### src/rtl/perceptron_train_engine.sv
// Multi-cycle perceptron weight-row trainer: read row, apply saturating +/-1 updates LANES per beat, write back.
// Optional PERCEPTRON_TRAIN_STATS_EN adds saturating train/skip completion counters.
module perceptron_train_engine #(
   parameter int NUM_WEIGHTS = 48,
   parameter int WEIGHT_W    = 3,
   parameter int LANES       = 8,
   parameter int IDX_W       = 7,
   parameter int SUM_W       = 9,
   parameter int THETA       = 10
) (
   input  logic                            clk,
   input  logic                            rst_n,
   input  logic                            req_valid,
   output logic                            req_ready,
   input  logic [IDX_W-1:0]                req_idx,
   input  logic [NUM_WEIGHTS-1:0]          req_hist,
   input  logic                            req_outcome,
   input  logic                            req_pred,
   input  logic [SUM_W-1:0]                req_sum,
   output logic                            mem_rd_en,
   output logic [IDX_W-1:0]                mem_rd_addr,
   input  logic [NUM_WEIGHTS*WEIGHT_W-1:0] mem_rd_data,
   output logic                            mem_wr_en,
   output logic [IDX_W-1:0]                mem_wr_addr,
   output logic [NUM_WEIGHTS*WEIGHT_W-1:0] mem_wr_data,
   output logic                            done,
   output logic                            trained
`ifdef PERCEPTRON_TRAIN_STATS_EN
   ,
   output logic [15:0]                     stat_train_cnt,
   output logic [15:0]                     stat_skip_cnt
`endif
);

   localparam int ROW_W     = NUM_WEIGHTS * WEIGHT_W;
   localparam int K         = NUM_WEIGHTS / LANES;
   localparam int BEAT_W    = (K > 1) ? $clog2(K) : 1;
   localparam int LANE_BITS = LANES * WEIGHT_W;
   localparam logic [BEAT_W-1:0]          K_LAST = BEAT_W'(K - 1);
   localparam logic signed [WEIGHT_W-1:0] W_MAX  = {1'b0, {(WEIGHT_W-1){1'b1}}};
   localparam logic signed [WEIGHT_W-1:0] W_MIN  = {1'b1, {(WEIGHT_W-1){1'b0}}};
   localparam logic [ROW_W-1:0]           LANE_MASK = ROW_W'({LANE_BITS{1'b1}});

   typedef enum logic [2:0] {IDLE, SKIP, RD, CAP, UPD, WR} state_t;

   state_t                   state_q, state_d;
   logic [IDX_W-1:0]         idx_q;
   logic [NUM_WEIGHTS-1:0]   hist_q;
   logic                     outcome_q;
   logic [ROW_W-1:0]         row_q, upd_row, row_sh;
   logic [BEAT_W-1:0]        beat_q;
   logic signed [SUM_W:0]    sum_ext;
   logic [SUM_W:0]           sum_mag;
   logic                     train;
   logic [NUM_WEIGHTS-1:0]   hist_sh;
   logic [LANES-1:0]         lane_x;
   logic [LANE_BITS-1:0]     lane_old, lane_new;
   logic signed [WEIGHT_W-1:0] w;

   // Magnitude is taken one bit wider so the most negative sum maps to a positive value.
   assign sum_ext = {req_sum[SUM_W-1], req_sum};
   assign sum_mag = sum_ext[SUM_W] ? -sum_ext : sum_ext;
   assign train   = (req_outcome != req_pred) || (sum_mag <= (SUM_W+1)'(THETA));

   assign req_ready   = (state_q == IDLE);
   assign mem_rd_addr = idx_q;
   assign mem_wr_addr = idx_q;
   assign mem_wr_data = row_q;

   always_comb begin
      // NOTE: combinational outputs get a default first so no path leaves them unassigned (no latches).
      state_d   = state_q;
      mem_rd_en = 1'b0;
      mem_wr_en = 1'b0;
      done      = 1'b0;
      trained   = 1'b0;
      unique case (state_q)
         IDLE: if (req_valid) state_d = train ? RD : SKIP;
         SKIP: begin done = 1'b1; state_d = IDLE; end
         RD:   begin mem_rd_en = 1'b1; state_d = CAP; end
         CAP:  state_d = UPD;
         UPD:  if (beat_q == K_LAST) state_d = WR;
         WR:   begin mem_wr_en = 1'b1; done = 1'b1; trained = 1'b1; state_d = IDLE; end
         default: state_d = IDLE;
      endcase
   end

   // Current beat's lanes are shifted down to position 0, updated, then merged back in place.
   always_comb begin
      hist_sh  = hist_q >> (int'(beat_q) * LANES);
      lane_x   = hist_sh[LANES-1:0];
      if (beat_q == '0) lane_x[0] = 1'b1;
      row_sh   = row_q >> (int'(beat_q) * LANE_BITS);
      lane_old = row_sh[LANE_BITS-1:0];
      lane_new = lane_old;
      w        = '0;
      for (int l = 0; l < LANES; l++) begin
         w = lane_old[l*WEIGHT_W +: WEIGHT_W];
         if (lane_x[l] == outcome_q) begin
            if (w != W_MAX) w = w + WEIGHT_W'(1);
         end else if (w != W_MIN) begin
            w = w - WEIGHT_W'(1);
         end
         lane_new[l*WEIGHT_W +: WEIGHT_W] = w;
      end
      upd_row = (row_q & ~(LANE_MASK << (int'(beat_q) * LANE_BITS)))
              | (ROW_W'(lane_new) << (int'(beat_q) * LANE_BITS));
   end

   // NOTE: state uses non-blocking assignments; the row register is plain flops, so it is reset too.
   always_ff @(posedge clk) begin
      if (!rst_n) begin
         state_q   <= IDLE;
         idx_q     <= '0;
         hist_q    <= '0;
         outcome_q <= 1'b0;
         row_q     <= '0;
         beat_q    <= '0;
      end else begin
         state_q <= state_d;
         if (req_valid && req_ready) begin
            idx_q     <= req_idx;
            hist_q    <= req_hist;
            outcome_q <= req_outcome;
         end
         if (state_q == CAP) begin
            row_q  <= mem_rd_data;
            beat_q <= '0;
         end
         if (state_q == UPD) begin
            row_q  <= upd_row;
            beat_q <= beat_q + BEAT_W'(1);
         end
      end
   end

`ifdef PERCEPTRON_TRAIN_STATS_EN
   always_ff @(posedge clk) begin
      if (!rst_n) begin
         stat_train_cnt <= '0;
         stat_skip_cnt  <= '0;
      end else if (done) begin
         if (trained && stat_train_cnt != 16'hFFFF) stat_train_cnt <= stat_train_cnt + 16'd1;
         if (!trained && stat_skip_cnt != 16'hFFFF) stat_skip_cnt <= stat_skip_cnt + 16'd1;
      end
   end
`endif

endmodule

### config.mk
export PLATFORM = sky130hd
export DESIGN_NAME = perceptron_train_engine
export DESIGN_NICKNAME = d
export VERILOG_FILES = /design/src/rtl/perceptron_train_engine.sv
export SDC_FILE = /design/constraint.sdc
export NUM_CORES = 1
export LEC_CHECK = 0
export CAP_MARGIN = 20
export CORE_MARGIN = 10
export CORE_UTILIZATION = 24
export DETAILED_ROUTE_END_ITERATION = 6
export SYNTH_ARGS = -nofsm -noshare
export SYNTH_HDL_FRONTEND = slang
export SYNTH_SLANG_ARGS = --single-unit
### constraint.sdc
create_clock -name clk -period 5.5 [get_ports clk]
set_input_delay 1.1 -clock clk [delete_from_list [all_inputs] [get_ports clk]]
set_output_delay 1.1 -clock clk [all_outputs]
set_load 0.1 [all_outputs]
==> impl_metrics.ini <==
[run_status]
status = complete, no violations

[synthesis]
avgSynthCellArea_um2 = 7.86
synthTopCellsByCount = nand2_1 (320), dfxtp_1 (206), a21oi_1 (167), nor2_1 (112), clkbuf_1 (105)
synth.largest_area_cell = dfxtp_1
synth-edff-count = 0
synth_ff_type = dfxtp_1
syn_inst = 1806
ys_seq_elements = 206
syn_nets = 2053
synth_cell_types = 92
synth_area_leaders = dfxtp_1 (29%), nand2_1 (8.5%), a21oi_1 (5.9%)
netlist_area_um2 = 14200
ys_async_sr_fraction = 0
yosysMostFrequentCell = nand2_1
synth-seq-area-share = 0.291
yosysWarnings = 0
yosysTopAreaCellShare = 0.291

[drt]
antenna_left = 0
viasPerCell = 5.87
vias = 17200
drt-total-wl_um = 88500
wl_per_cell_um = 30.2
remaining_drc_errors = 0
drtPass1Iterations = 6
drtIter0Drc = 2233

[worst_setup_path]
path_buf_inv = 1
ff2ff_setup_slack_ns = 0.91
critPathLaunchType = register
worstPathArrival_ns = 5.00
cp_data_required_time_ns = 5.90
ff2ff_path_depth = 10
path_common_cell = a21oi_1
r2r_end = mem_wr_data[135]
path_cells = ha_1 > fa_1 > xor2_1 > nand2_1 > buf_4 > nor2_1 > a21oi_1 > a221o_1 > a21oi_1 > a311oi_1
cp_max_fo = 49
cpPeakStageDelay_ns = 0.92
worst-setup-path-type = register to register
path_delay_family = compound AO/OA/AOI/OAI gates
cp-end-kind = register
crit_slowest_cell = dfxtp_4
r2r_start = beat_q[1]

[cts]
numCtsBuffers = 26
cts.sinks = 206
holdBufCountCts = 0
htreeDepth = 1
root_buffer = clkbuf_16
clk_pin_slew_ns = 0.07
cts-resized-gates = 0
cts_buffer_depth = 3
clk_latency_ns = 0.57
cts_tree = built
cts_setup_buffers = 0

[timing]
fin_crit_sh = 0.835
rsz0062_at_grt = false
finalWorstSetupSlack_ns = 0.906
fmax_mhz = 218
whs_ns = 0.451
worstMarginPinSlew_ns = 1.20
finalHoldViolCount = 0
skew_ns = 0.0257
tns_ns = 0
setup_viol_count_final = 0
slew_headroom = 0.198
min_period_ns = 4.59
drv_slew = 0

[global_route]
antenna_found_initial = 1
grt_pass1_wl_um = 125000
grt_usage = 0.240
grt_max_degree = 91
grt_pass1_vias = 16700
grt_overflow_total = 0

[cells_and_area]
n_antenna_cell = 0
nets = 2391
synthToLayoutAreaGrowth_pct = 39.4
n_fill_cell = 6214
final_area_um2 = 19800
drive_above_1_share = 0.0971
layoutNonFillerInstCount = 2936
final_util = 0.336

[power_and_ir_drop]
finalPower_mw = 5.34
peakVddDrop_mv = 0.220
leakage_nw = 6.97
power_per_cell_area_nw_per_um2 = 270

[worst_hold_path]
hold_end = hist_q[21]
whs_path_depth = 2
hold_class = register to register
hold_start = hist_q[21]

[die]
core-area_um2 = 58800
core.rowCount = 89
die_w_um = 263
initial_core_util = 0.241
dieArea_um2 = 69300
ios = 376
die-height_um = 263

[placed_design]
port_buffers = 375
dp.final_hpwl_um = 69400
place.gp.congestion = 0.996
place_inst = 2889
pre_cts_ws_ns = 1.11
dpl_cell_area_um2 = 18900

[job]
max-cap-violations = 0
worst max path at each step:
stage	slack, ns	cells past startpoint	endpoint	start
2_1_floorplan	1.26	3	trained	state_q[0]
3_3_place_gp	1.10	10	mem_wr_data[135]	beat_q[1]
3_5_place_dp	1.11	10	mem_wr_data[135]	beat_q[1]
4_1_cts	1.08	10	mem_wr_data[135]	beat_q[1]
5_1_grt	0.76	10	mem_wr_data[135]	beat_q[1]
6_report	0.91	10	mem_wr_data[135]	beat_q[1]
per-layer routing:
layer | track usage | wire (um) | up-vias
li1 | - | - | 7505
met5 | 0 | 0 | -
met3 | 0.0623 | 9800 | 213
met1 | 0.309 | 35600 | 8350
met4 | 0.101 | 4180 | 0
met2 | 0.375 | 39000 | 1169
sequential cells by signal (all words and copies together) (netlist names):
register	count
beat_q	3
outcome_q	1
mem_wr_data	144
hist_q	48
state_q	3
mem_rd_addr	7
cells by family (layout without fill, tap and decap cells):
kind of cell               Yosys count  after routing  share of synthesized area
AOI/OAI and AO/OA                  622            622                      0.312
and+or+nand+nor                    601            601                      0.185
DFF                                206            206                      0.291
buffers and inverters              193            550                     0.0597
muxes                              131            131                      0.110
adders and majority gates           34             34                     0.0305
xor gates and xnor gates            19             19                     0.0128
power breakdown:
group / leakage (nW) / switching, mW / total (mW) / internal, mW
logic: 4.85 / 1.23 / 1.77 / 0.544
registers: 1.67 / 0.142 / 1.73 / 1.59
clock network: 0.440 / 0.746 / 1.83 / 1.09
total: 6.97 / 2.12 / 5.34 / 3.22
tightest hold or removal path, delay by kind of cell (launching register included):
| family | cells | cell delay [ns] |
|---|---|---|
| AOI/OAI and AO/OA | 1 | 0.05 |
| and+or+nand+nor | 1 | 0.05 |
| DFF | 1 | 0.31 |
cell type report:
type | instances | area [um2] | area share
well taps | 773 | 967 | 0.0489
inverters | 46 | 175 | 0.00885
multi-input cells | 1407 | 9240 | 0.467
clock buffers | 35 | 746 | 0.0377
clock inverters | 12 | 145 | 0.00734
repair buffers | 457 | 4380 | 0.221
flip-flops and latches | 206 | 4130 | 0.209
cell usage in the layout, fill, tap and decap left out, drive strengths merged, types with 14 or more instances in the layout:
cell type      netlist  routed
a211oi              20      20
inv                 45      45
a221oi              71      71
nor2               112     112
mux2i               83      83
mux4                14      14
o221ai              48      48
mux2                34      34
dfxtp              206     206
a311oi              38      38
o21ai               83      83
nand2              321     321
or3                 25      25
clkdlybuf4s50        0     374
buf                 41      83
a22oi               20      20
nand3               38      38
a21oi              168     168
clkbuf             106      35
o22ai               26      26
ha                  33      33
nor3                36      36
o211ai              24      24
(Power assumes the default switching activity.)
